File: src/rtl/rgb2ycbcr_axis_pipe.sv
// RGB -> YCbCr (BT.601 full range, 8-bit fractional coefficients) on AXI4-Stream video, 3 pipeline stages.
// Optional macro YCBCR_422_EN adds the cfg_422 port and 4:2:2 chroma decimation in the output stage.
module rgb2ycbcr_axis_pipe #(
    parameter int IN_W  = 8,
    parameter int IN_FW = 10,
    parameter int S_W   = 32,
    parameter int OUT_W = 8
) (
    input  logic               clk,
    input  logic               rst,
`ifdef YCBCR_422_EN
    input  logic               cfg_422,
`endif
    input  logic [S_W-1:0]     s_axis_video_tdata,
    input  logic               s_axis_video_tvalid,
    output logic               s_axis_video_tready,
    input  logic               s_axis_video_tlast,
    input  logic               s_axis_video_tuser,
    output logic [3*OUT_W-1:0] m_axis_video_tdata,
    output logic               m_axis_video_tvalid,
    input  logic               m_axis_video_tready,
    output logic               m_axis_video_tlast,
    output logic               m_axis_video_tuser
);
    localparam int PW = IN_W + 8;
    localparam int SW = IN_W + 10;
    localparam int SH = OUT_W - IN_W;
    localparam logic signed [SW-1:0] RND  = SW'(128);
    localparam logic signed [SW-1:0] HALF = SW'((1 << (IN_W - 1)) << 8);

    // Valid/ready: a beat moves on a rising clk edge when valid and ready are both high; a stage
    // holds its payload while valid and not accepted; ready never depends on s_axis_video_tvalid.
    logic v1, v2, v3, rdy1, rdy2, rdy3;
    assign rdy3 = !v3 || m_axis_video_tready;
    assign rdy2 = !v2 || rdy3;
    assign rdy1 = !v1 || rdy2;
    assign s_axis_video_tready = rdy1 && !rst;
    assign m_axis_video_tvalid = v3;

    logic [IN_W-1:0] in_g, in_b, in_r;
    logic            unused_in;
    assign in_g = s_axis_video_tdata[0*IN_FW+IN_FW-1 -: IN_W];
    assign in_b = s_axis_video_tdata[1*IN_FW+IN_FW-1 -: IN_W];
    assign in_r = s_axis_video_tdata[2*IN_FW+IN_FW-1 -: IN_W];
    assign unused_in = ^s_axis_video_tdata;

    // S1: nine coefficient products, all non-negative; signs are applied in S2.
    logic [PW-1:0] p_yr, p_yg, p_yb, p_br, p_bg, p_bb, p_rr, p_rg, p_rb;
    logic          s1_last, s1_user;
`ifdef YCBCR_422_EN
    logic          mode_q, s1_m;
`endif
    always_ff @(posedge clk or posedge rst) begin
        if (rst) begin
            v1 <= 1'b0;  s1_last <= 1'b0;  s1_user <= 1'b0;
            p_yr <= '0;  p_yg <= '0;  p_yb <= '0;
            p_br <= '0;  p_bg <= '0;  p_bb <= '0;
            p_rr <= '0;  p_rg <= '0;  p_rb <= '0;
`ifdef YCBCR_422_EN
            mode_q <= 1'b0;  s1_m <= 1'b0;
`endif
        end else if (rdy1) begin
            v1 <= s_axis_video_tvalid;
            if (s_axis_video_tvalid) begin
                p_yr <= PW'(in_r) * PW'(77);   p_yg <= PW'(in_g) * PW'(150);  p_yb <= PW'(in_b) * PW'(29);
                p_br <= PW'(in_r) * PW'(43);   p_bg <= PW'(in_g) * PW'(85);   p_bb <= PW'(in_b) * PW'(128);
                p_rr <= PW'(in_r) * PW'(128);  p_rg <= PW'(in_g) * PW'(107);  p_rb <= PW'(in_b) * PW'(21);
                s1_last <= s_axis_video_tlast;
                s1_user <= s_axis_video_tuser;
`ifdef YCBCR_422_EN
                // Chroma mode is latched at start of frame and carried with each pixel.
                s1_m <= s_axis_video_tuser ? cfg_422 : mode_q;
                if (s_axis_video_tuser) mode_q <= cfg_422;
`endif
            end
        end
    end

    logic signed [SW-1:0] y_sum, cb_sum, cr_sum;
    assign y_sum  = $signed({2'b00, p_yr}) + $signed({2'b00, p_yg}) + $signed({2'b00, p_yb}) + RND;
    assign cb_sum = HALF + RND + $signed({2'b00, p_bb}) - $signed({2'b00, p_br}) - $signed({2'b00, p_bg});
    assign cr_sum = HALF + RND + $signed({2'b00, p_rr}) - $signed({2'b00, p_rg}) - $signed({2'b00, p_rb});

    function automatic logic [IN_W-1:0] clamp_pix(input logic signed [SW-1:0] v);
        logic signed [SW-1:0] q;
        q = v >>> 8;
        if (q[SW-1])             return '0;
        else if (|q[SW-2:IN_W])  return '1;
        else                     return q[IN_W-1:0];
    endfunction

    function automatic logic [OUT_W-1:0] align(input logic [IN_W-1:0] c);
        return OUT_W'(c) << SH;
    endfunction

    // S2: rounded, clamped components.
    logic [IN_W-1:0] s2_y, s2_cb, s2_cr;
    logic            s2_last, s2_user;
`ifdef YCBCR_422_EN
    logic            s2_m;
`endif
    always_ff @(posedge clk or posedge rst) begin
        if (rst) begin
            v2 <= 1'b0;  s2_y <= '0;  s2_cb <= '0;  s2_cr <= '0;
            s2_last <= 1'b0;  s2_user <= 1'b0;
`ifdef YCBCR_422_EN
            s2_m <= 1'b0;
`endif
        end else if (rdy2) begin
            v2 <= v1;
            if (v1) begin
                s2_y    <= clamp_pix(y_sum);
                s2_cb   <= clamp_pix(cb_sum);
                s2_cr   <= clamp_pix(cr_sum);
                s2_last <= s1_last;
                s2_user <= s1_user;
`ifdef YCBCR_422_EN
                s2_m    <= s1_m;
`endif
            end
        end
    end

    logic [3*OUT_W-1:0] out_d;
`ifdef YCBCR_422_EN
    typedef enum logic {PH_EVEN = 1'b0, PH_ODD = 1'b1} phase_t;
    phase_t          phase_q, phase_d, phase_cur;
    logic [IN_W-1:0] cr_hold_q;
    logic            hold_cr;

    always_comb begin
        phase_d   = phase_q;
        hold_cr   = 1'b0;
        phase_cur = s2_user ? PH_EVEN : phase_q;
        out_d     = {align(s2_cr), align(s2_cb), align(s2_y)};
        if (s2_m) begin
            if (phase_cur == PH_EVEN) out_d = {OUT_W'(0), align(s2_cb), align(s2_y)};
            else                      out_d = {OUT_W'(0), align(cr_hold_q), align(s2_y)};
        end
        // Phase advances only when a beat actually enters the output register.
        if (v2 && rdy3) begin
            if (!s2_m || s2_last || phase_cur == PH_ODD) phase_d = PH_EVEN;
            else                                         phase_d = PH_ODD;
            hold_cr = s2_m && (phase_cur == PH_EVEN);
        end
    end

    always_ff @(posedge clk or posedge rst) begin
        if (rst) begin
            phase_q   <= PH_EVEN;
            cr_hold_q <= '0;
        end else begin
            phase_q <= phase_d;
            if (hold_cr) cr_hold_q <= s2_cr;
        end
    end
`else
    assign out_d = {align(s2_cr), align(s2_cb), align(s2_y)};
`endif

    // S3: output register, frozen while the sink stalls.
    always_ff @(posedge clk or posedge rst) begin
        if (rst) begin
            v3                 <= 1'b0;
            m_axis_video_tdata <= '0;
            m_axis_video_tlast <= 1'b0;
            m_axis_video_tuser <= 1'b0;
        end else if (rdy3) begin
            v3 <= v2;
            if (v2) begin
                m_axis_video_tdata <= out_d;
                m_axis_video_tlast <= s2_last;
                m_axis_video_tuser <= s2_user;
            end
        end
    end
endmodule
File: config.mk
export PLATFORM = sky130hd
export DESIGN_NAME = rgb2ycbcr_axis_pipe
export DESIGN_NICKNAME = d
export VERILOG_FILES = /design/src/rtl/rgb2ycbcr_axis_pipe.sv
export SDC_FILE = /design/constraint.sdc
export NUM_CORES = 1
export LEC_CHECK = 0
export CORE_ASPECT_RATIO = 1.25
export CORE_UTILIZATION = 50
export CTS_CLUSTER_DIAMETER = 30
export DETAILED_ROUTE_END_ITERATION = 10
export GPL_ROUTABILITY_DRIVEN = 0
export PLACE_DENSITY_LB_ADDON = 0.2
export SETUP_SLACK_MARGIN = 0.3
export SLEW_MARGIN = 20
export SYNTH_ARGS = -nofsm -noshare
export SYNTH_HDL_FRONTEND = slang
export SYNTH_SLANG_ARGS = --single-unit
export TNS_END_PERCENT = 1
File: constraint.sdc
create_clock -name clk -period 6.9 [get_ports clk]
set_input_delay 1.38 -clock clk [delete_from_list [all_inputs] [get_ports clk]]
set_output_delay 1.38 -clock clk [all_outputs]
set_load 0.005 [all_outputs]
==> flow_metrics.tcl, run 1 <==
set metrics [dict create \
    status "complete, no violations" \
    synth-main-ff-cell "dfrtp_1" \
    worst_path_largest_cell_delay_ps 590 \
    cts_resized 0 \
    synthArstFlopShare_pct 100 \
    multi_input_area_um2 9680 \
    setup_viol 0 \
    p_sw_share_pct 45.0 \
    yosysUniqueCellTypes 63 \
    tightest_slew_ps 887 \
    power_density_nw_per_um2 441 \
    clock_power_share_pct 13.1 \
    fin_crit_ps 5330 \
    seqCellArea_um2 3980 \
    tritoncts "yes" \
    vias 10400 \
    hold_path_class "flop to flop" \
    endpoint_kind "flop" \
    p_leak_uw 0.00862 \
    critPathMaxFanout 6 \
    cp_slowest_cell "clkdlybuf4s50_1" \
    seq_area_frac_synth_pct 26.7 \
    critPathBufInv 5 \
    overflow 0 \
    final_util_pct 56.4 \
    die_area_um2 30500 \
    cp-start-kind "input port" \
    cp.arrival_ps 5630 \
    yosysWarnings 0 \
    comb_power_share_pct 65.6 \
    rsz0062_at_grt "no" \
    clk_path_buf_depth 2 \
    busiest_layer "met2" \
    rows 70 \
    cts_setup_buffers 0 \
    io-pin-count 66 \
    setup_tns_ps 0 \
    synth_area_um2 14900 \
    drt_iter0_drc 431 \
    critical_path_class "input port to flop" \
    clk_pin_slew_ps 70 \
    dr.pass1.iters 4 \
    grt_pass1_wl_um 51200 \
    met3_usage_pct 2.83 \
    synth_seq_cells 159 \
    fmax_ghz 0.188 \
    dp_hpwl_um 25000 \
    fin_hold_ws_ps 472 \
    use_met1_pct 26.6 \
    drc 0 \
    pwr-share-seq_pct 21.2 \
    ctsHoldBuffers 0 \
    syn_avg_cell_area_um2 9.69 \
    syn_to_final_growth_pct 10.8 \
    start_util_pct 50.9 \
    vdd_drop_max_mv 0.265 \
    n_antenna_cell 0 \
    clock_skew_ps 12.8 \
    antenna_found_initial 0 \
    path_cells "clkdlybuf4s50_1 > ha_1 > inv_1 > fa_1 > inv_1 > ha_1 > inv_1 > fa_1 > inv_1 > ha_1 > a21boi_0 > o21ai_0 > a21boi_0 > o41ai_1 > mux2i_1 > o311ai_0" \
    layout-drive-gt1-share_pct 6.74 \
    max_cap_viol_count 0 \
    insertion_delay_ps 440 \
    die_x_um 156 \
    nFillCells 2637 \
    clock_sinks 159 \
    cts-root-buf "clkbuf_16" \
    synth_edf_count 0 \
    syn_inst 1537 \
    switching_power_uw 3270 \
    die_h_um 195 \
    final_nets 2012 \
    final_max_slew_viol_count 0 \
    track_usage_pct 21.6 \
    worst_ep_required_time_ps 7200 \
    period_share_pct 77.3 \
    crit_top_cell "inv_1" \
    core_area_um2 29300 \
    cts_buffers 17 \
    htree_levels 4 \
    p_int_uw 4000 \
    finalWirelength_um 30400 \
    finalHoldViolations 0 \
    maxSlewHeadroom_pct 40.8 \
    via_per_inst 5.20 \
    grt_pass1_vias 10500 \
    postRouteAntennaNets 0 \
    io_buffer_count 57 \
    wl_per_cell_um 15.2 \
    grtUsageMet2_pct 38.4 \
    grt_max_degree 99 \
    synth.net_count 1960 \
    critPathTopFamily "adder cells" \
]
area by class of cell:
class	count	share of cell area (%)
Clock buffer	18	2.66
Clock inverter	14	0.888
Inverter	302	6.90
Multi-Input combinational cell	1048	58.7
Sequential cell	159	24.1
Tap cell	396	3.00
Timing Repair Buffer	61	3.72
synthesized netlist by cell type (all sizes together) (10+ instances only):
library cell / number / area (um2)
o21a: 10 / 75.1
a21o: 24 / 180
xor2: 33 / 289
a21oi: 60 / 304
o21bai: 16 / 120
o21ai: 97 / 500
a311oi: 11 / 96.3
mux2: 53 / 597
nor2: 48 / 180
ha: 303 / 3790
fa: 82 / 1640
xnor2: 42 / 368
inv: 302 / 1130
nand3: 13 / 65.1
clkbuf: 28 / 105
dfrtp: 159 / 3980
nor3: 30 / 150
nand2: 111 / 417
layer usage:
metal	share of wire [%]	routed length, um
met5	0	0
met4	2.9	889
met3	2.2	676
met2	51	15500
met1	44	13400
through the flow:
stage | cells | power [uW] | setup WS (ps) | area (um2)
floorplan | 1537 | 5080 | 1230 | 14900
global placement | 1966 | 6210 | 1170 | 15900
detailed placement | 1966 | 6340 | 1100 | 15900
CTS | 1998 | 7350 | 1580 | 16500
global route | 1998 | 8070 | 1330 | 16500
finish | 1998 | 7280 | 1570 | 16500
worst reg2reg max path: stages (launching register included):
cell and delay [ps]:
dfrtp_1 340, inv_1 80, fa_1 540, inv_1 40, ha_1 290, ha_1 280
nand4_1 90, o21a_1 220, o21ai_1 480, and3_1 260, o21ai_0 110, a21oi_1 470
nor2b_1 100, a211o_1 280
registers in the layout (all words and copies together), names as in the netlist, 6 cells and up:
signal / cells
m_axis_video_tdata: 24
p_rg: 15
p_bg: 14
p_br: 13
p_rb: 13
p_yr: 13
p_yb: 10
p_yg: 10
p_rr: 8
s2_cb: 8
s2_cr: 8
s2_y: 8
p_bb: 6
worst paths after layout:
kind	from	endpoint	slack [ps]	cells after the start
max in group asynchronous	rst	p_rg[5]	3980	3
max	s_axis_video_tdata[5]	p_bg[13]	1570	16
min	s1_last	s2_last	470	2
max reg2reg	p_yr[3]	s2_y[6]	3220	13
min reg2reg	s1_last	s2_last	470	2
min in group asynchronous	rst	v1	1520	2
placed cells by master (no fill, tap or decap), types with 9 or more instances in the layout:
master,synthesis,final
nor2b_1,9,9
clkdlybuf4s50_1,0,57
nor2_1,48,48
dfrtp_1,159,159
nand2_1,111,110
fa_1,82,82
a311oi_1,11,11
clkbuf_16,0,17
o21a_1,10,10
inv_1,302,301
nand2b_1,9,9
ha_1,303,303
a21o_1,24,24
nor3_1,30,30
o31ai_1,9,9
mux2_2,53,53
o21bai_1,16,16
a21oi_1,59,59
xor2_1,33,33
o21ai_0,93,93
nand3_1,13,13
xnor2_1,42,42
power groups by stage:
stage          sequential [uW]  combinational, uW  clock (uW)
5_1_grt                   1590               5470        1010
6_report                  1550               4780         954
2_1_floorplan             1490               3590           0
3_3_place_gp              1560               4650           0
3_5_place_dp              1580               4760           0
4_1_cts                   1560               4810         978
cells by family after synthesis:
group / count (synthesis) / synth area share, %
and+or+nand+nor: 256 / 7.94
muxes: 54 / 4.08
AOI/OAI and AO/OA: 278 / 12.0
adders and majority gates: 385 / 36.5
DFF: 159 / 26.7
buffers and inverters: 330 / 8.32
xor gates and xnor gates: 75 / 4.41
No activity file was read; power rests on OpenSTA's default activity.
==> inputs of run 2 (changes only) <==
clock period = 4.8 ns   (was 6.9 ns; I/O delays follow)
==> run 2 against run 1 <==
  * Via count grew 3.6%
  * First-iteration DRC count is 12% lower
  * Setup slack lost 1200 ps
  * Register-to-register slack worse by 2200 ps
  * Non-clock buffer count rose by 80
  * Flip-flop and latch count is the same
  * Sequential power up 43%
  * Critical endpoint is now p_rg[13]
  * Highest routed layer unchanged
==> flow_metrics.tcl, run 2 (same netlist as run 1, synthesis figures left out) <==
set metrics [dict create \
    period_share_pct 91.8 \
    cts_setup_buffers 0 \
    setup_viol 0 \
    grt_pass1_vias 11100 \
    max_cap_viol_count 0 \
    core_area_um2 29300 \
    final_nets 2092 \
    vdd_drop_max_mv 0.413 \
    clock_sinks 159 \
    fmax_ghz 0.227 \
    endpoint_kind "flop" \
    ctsHoldBuffers 0 \
    drc 0 \
    final_cells 2078 \
    post-place-cells 2046 \
    cp-start-kind "input port" \
    n_antenna_cell 0 \
    clk_pin_slew_ps 70 \
    postRouteAntennaNets 0 \
    track_usage_pct 22.3 \
    timing.reg2reg.setup_slack_ps 1020 \
    switching_power_uw 4850 \
    finalWirelength_um 31400 \
    antenna_found_initial 0 \
    postLayoutCellArea_um2 17200 \
    cts-root-buf "clkbuf_16" \
    fin_crit_ps 4410 \
    insertion_delay_ps 440 \
    drt_iter0_drc 378 \
    critical_path_class "input port to flop" \
    rsz0062_at_grt "yes" \
    largestRegisters "m_axis_video_tdata x24, p_rg x15, p_bg x14" \
    wl_per_cell_um 15.1 \
    overflow 0 \
    die_x_um 156 \
    clock_skew_ps 11.9 \
    largest_reg_flops 24 \
    p_int_uw 5920 \
    pwr-share-seq_pct 20.6 \
    grt_pass1_wl_um 53000 \
    final_max_slew_viol_count 0 \
    start_util_pct 50.9 \
    p_sw_share_pct 45.0 \
    layout_commonest_cell "ha_1" \
    dp_hpwl_um 25900 \
    placed_area_um2 16500 \
    largest-register "m_axis_video_tdata" \
    htree_levels 4 \
    layout-drive-gt1-share_pct 11.9 \
    cp.arrival_ps 4710 \
    nFillCells 2557 \
    hold_path_class "flop to flop" \
    vias 10800 \
    critPathMaxFanout 5 \
    grt_max_degree 160 \
    io-pin-count 66 \
    finalHoldViolations 0 \
    io_buffer_count 57 \
    comb_power_share_pct 66.6 \
    p_leak_uw 0.00906 \
    maxSlewHeadroom_pct 43.8 \
    clk_path_buf_depth 2 \
    clock_power_share_pct 12.7 \
    status "complete, no violations" \
    die_h_um 195 \
    dr.pass1.iters 4 \
    die_area_um2 30500 \
    tightest_slew_ps 844 \
    tritoncts "yes" \
    syn_to_final_growth_pct 15.6 \
    rows 70 \
    final_cell_mix "302 x ha_1, 301 x inv_1, 159 x dfrtp_1" \
    via_per_inst 5.18 \
    worst_ep_required_time_ps 5100 \
    cts_buffers 17 \
    power_density_nw_per_um2 626 \
]
run 2: cell types whose count changed in the layout (fill, tap and decap cells not counted), moves of 2 or more:
cell	change
buf_4	+79
clkinv_8	+7
inv_6	-4
o21ai_0	-4
o21ai_1	+3
o41ai_1	-3
o41ai_2	+3
a21boi_0	-2
a21boi_1	+2
clkdlybuf4s50_1	-2
dlymetal6s2s_1	+2
nor4_1	-2
nor4_2	+2
run 2: metal layers:
layer | GRT usage, % | wire [um] | vias to the layer above
li1 | - | - | 5425
met1 | 26.9 | 13600 | 5157
met2 | 39.8 | 16000 | 145
met3 | 3.19 | 774 | 43
met4 | 8.39 | 1030 | 0
met5 | 0 | 0 | -
run 2: area by class of cell:
| class | count | area [um2] | share of cell area [%] |
|---|---|---|---|
| Clock buffer | 17 | 425 | 2.47 |
| Clock inverter | 15 | 190 | 1.10 |
| Inverter | 302 | 1140 | 6.61 |
| Multi-Input combinational cell | 1048 | 9760 | 56.7 |
| Sequential cell | 159 | 3980 | 23.1 |
| Tap cell | 396 | 495 | 2.88 |
| Timing Repair Buffer | 141 | 1230 | 7.15 |
run 2: power by group through the flow:
stage	logic [uW]	registers (uW)	clock network (uW)
finish	7180	2220	1370
global route	8150	2290	1470
CTS	7170	2230	1410
detailed placement	7090	2260	0
global placement	6930	2240	0
floorplan	5150	2140	0
run 2: worst max-delay path, cell delays in order:
cell             delay (ps)
clkdlybuf4s50_1         440
buf_4                   180
ha_1                    330
ha_1                    300
inv_1                    80
fa_1                    440
fa_1                    530
inv_1                    50
ha_1                    320
or3_1                   360
o211a_1                 150
a41oi_2                 240
a21oi_1                 110
xnor2_1                 150
o21ai_1                  70
run 2: final timing paths:
| kind | cells past startpoint | end | startpoint |
|---|---|---|---|
| setup reg to reg | 13 | s2_y[6] | p_yg[6] |
| hold reg to reg | 2 | s2_user | s1_user |
| hold / removal | 2 | s2_user | s1_user |
| max in group asynchronous | 3 | p_rr[12] | rst |
| setup / recovery | 15 | p_rg[13] | s_axis_video_tdata[5] |
| min in group asynchronous | 3 | m_axis_video_tdata[9] | rst |
run 2: repair_timing:
action,4_1_cts,5_1_grt
endpoints found under the setup margin,5,17
gates resized for setup,3,17
pin swaps,0,3
run 2: metrics by stage:
step | hold slack [ps] | setup TNS (ps) | setup WS [ps] | utilization (%) | total power [uW]
after floorplan | 433 | 0 | 465 | - | 7300
after detailed placement | 455 | -1200 | -228 | 56.5 | 9350
after global placement | 441 | -841 | -184 | 56.5 | 9170
final | 468 | 0 | 395 | 58.9 | 10800
after CTS | 472 | 0 | 270 | 58.6 | 10800
after global routing | 491 | 0 | 215 | 58.9 | 11900
==> inputs of run 3 (changes only) <==
clock period = 3.9 ns   (was 4.8 ns; I/O delays follow)
==> run 3 against run 2 <==
  * Critical path depth decreased by 1
  * Worst hold slack improved by 0.89 ps
  * Non-clock buffer count increased by 115
  * Setup slack got worse by 230 ps
  * Sequential share of layout area decreased by 1.4 points
  * Global-route usage increased by 1.3 points
  * Critical endpoint is now p_rg[14]
  * Largest cell class unchanged
  * Largest power group unchanged
==> flow_metrics.tcl, run 3 (same netlist as run 1, synthesis figures left out) <==
set metrics [dict create \
    status "complete, no violations" \
    critPathMaxFanout 4 \
    dp_hpwl_um 27600 \
    antenna_found_initial 0 \
    io_buffer_count 57 \
    layout-drive-gt1-share_pct 20.5 \
    overflow 0 \
    rr_worst_depth 12 \
    largestRegisters "m_axis_video_tdata x24, p_rg x15, p_bg x14" \
    cp_slowest_cell "fa_1" \
    final_nets 2207 \
    final_max_slew_viol_count 0 \
    largest_reg_flops 24 \
    finalHoldViolations 0 \
    critPathBufInv 3 \
    rows 70 \
    hold_path_class "flop to flop" \
    finalWirelength_um 33400 \
    r2r_end "s2_cb[6]" \
    tritoncts "yes" \
    n_antenna_cell 0 \
    largest-register "m_axis_video_tdata" \
    syn_to_final_growth_pct 23.2 \
    dr.pass1.iters 5 \
    cp.arrival_ps 4050 \
    dp_slack_ps -1010 \
    drt_iter0_drc 415 \
    wl_per_cell_um 15.2 \
    setup_tns_ps 0 \
    worst_ep_required_time_ps 4210 \
    insertion_delay_ps 440 \
    drc 0 \
    tightest_slew_ps 709 \
    reg2reg_from "p_rb[1]" \
    ctsHoldBuffers 0 \
    fin_crit_ps 3740 \
    grt_pass1_vias 11600 \
    via_per_inst 5.09 \
    endpoint_kind "flop" \
    p_leak_uw 0.00966 \
    layout_commonest_cell "inv_1" \
    io-pin-count 66 \
    rsz0062_at_grt "yes" \
    clock_skew_ps 9.97 \
    maxSlewHeadroom_pct 52.6 \
    timing.reg2reg.setup_slack_ps 320 \
    power_density_nw_per_um2 760 \
    cp.depth 14 \
    max_cap_viol_count 0 \
    critPathTopFamily "adder cells" \
    period_share_pct 95.8 \
    worst_slack_ps 163 \
    grt_pass1_wl_um 56100 \
    clk_pin_slew_ps 70 \
    cts-root-buf "clkbuf_16" \
    worst_hold_path.endpoint "s2_last" \
    grt_max_degree 80 \
    start_util_pct 50.9 \
    core_area_um2 29300 \
    die_x_um 156 \
    clock_sinks 159 \
    min_from "s1_last" \
    cp-start-kind "input port" \
    die_area_um2 30500 \
    critical_path_class "input port to flop" \
    vias 11200 \
    htree_levels 4 \
    postRouteAntennaNets 0 \
    die_h_um 195 \
    path_cells "dlygate4sd2_1 > ha_1 > inv_1 > fa_1 > inv_1 > fa_1 > ha_4 > ha_4 > nor3_2 > a211o_1 > o21ai_2 > o41ai_2 > xnor2_1 > o21ai_0" \
    track_usage_pct 23.6 \
    holdPathStages 2 \
    setup_viol 0 \
    cts_buffers 17 \
    worst_path_largest_cell_delay_ps 590 \
    vdd_drop_max_mv 0.553 \
    clk_path_buf_depth 2 \
    fmax_ghz 0.268 \
    final_cell_mix "294 x inv_1, 285 x ha_1, 192 x buf_4" \
]
[run 3: changes by cell type in the layout (fill, tap and decap cells not counted), moves of 7 or more]
| cell | before | now |
|---|---|---|
| inv_1 | 301 | 294 |
| clkdlybuf4s50_1 | 55 | 38 |
| ha_1 | 302 | 285 |
| a21oi_1 | 58 | 48 |
| a21oi_2 | 2 | 12 |
| o21ai_0 | 89 | 80 |
| ha_4 | 1 | 17 |
| buf_4 | 82 | 192 |
| inv_2 | 0 | 7 |
[run 3: area by class of cell]
cell class	count	area, um2
multi-input cells	1048	10100
clock inverters	15	165
inverters	302	1140
flip-flops and latches	159	3980
repair buffers	256	2090
well taps	396	495
clock buffers	17	425
fillers	2483	10900
[run 3: per-layer routing]
metal / vias up / global-route usage [%] / wire length [um]
li1: 5646 / - / -
met1: 5362 / 28.9 / 14500
met2: 129 / 43.3 / 17700
met3: 32 / 2.50 / 581
met4: 0 / 6.64 / 638
met5: - / 0 / 0
[run 3: what timing repair did]
item / 4_1_cts / 5_1_grt
gates resized for setup: 112 / 17
setup buffers: 5 / 2
endpoints found under the hold margin: 0 / 0
endpoints found under the setup margin: 41 / 56
pin swaps: 54 / 6
[run 3: worst max path at each step]
| stage | slack (ps) | startpoint | end |
|---|---|---|---|
| floorplan | -260 | s_axis_video_tdata[3] | p_bg[13] |
| global placement | -830 | s_axis_video_tdata[3] | p_bg[13] |
| detailed placement | -1010 | s_axis_video_tdata[3] | p_bg[13] |
| CTS | 210 | s_axis_video_tdata[16] | p_yb[12] |
| global route | 70 | s_axis_video_tdata[5] | p_rg[11] |
| finish | 160 | s_axis_video_tdata[9] | p_rg[14] |
[run 3: report_power, final]
part | switching, uW | total (uW) | internal, uW | leakage [uW]
clock network | 785 | 1700 | 913 | 0.000290
registers | 432 | 2750 | 2320 | 0.00188
logic | 4920 | 9480 | 4560 | 0.00749
[run 3: stage by stage]
step / std cells / util (%) / cell area [um2] / hold slack [ps] / power, uW
global placement: 2154 / 59.3 / 17400 / 441 / 11700
detailed placement: 2154 / 59.3 / 17400 / 453 / 11900
global route: 2193 / 62.7 / 18300 / 489 / 15300
CTS: 2191 / 62.6 / 18300 / 470 / 14000
finish: 2193 / 62.7 / 18300 / 469 / 13900
floorplan: 1537 / - / 14900 / 433 / 8980
[run 3: worst min-delay path, stage by stage (launching register included)]
cell and delay, ps:
dfrtp_1 340, nand2_1 50, nand2_1 50
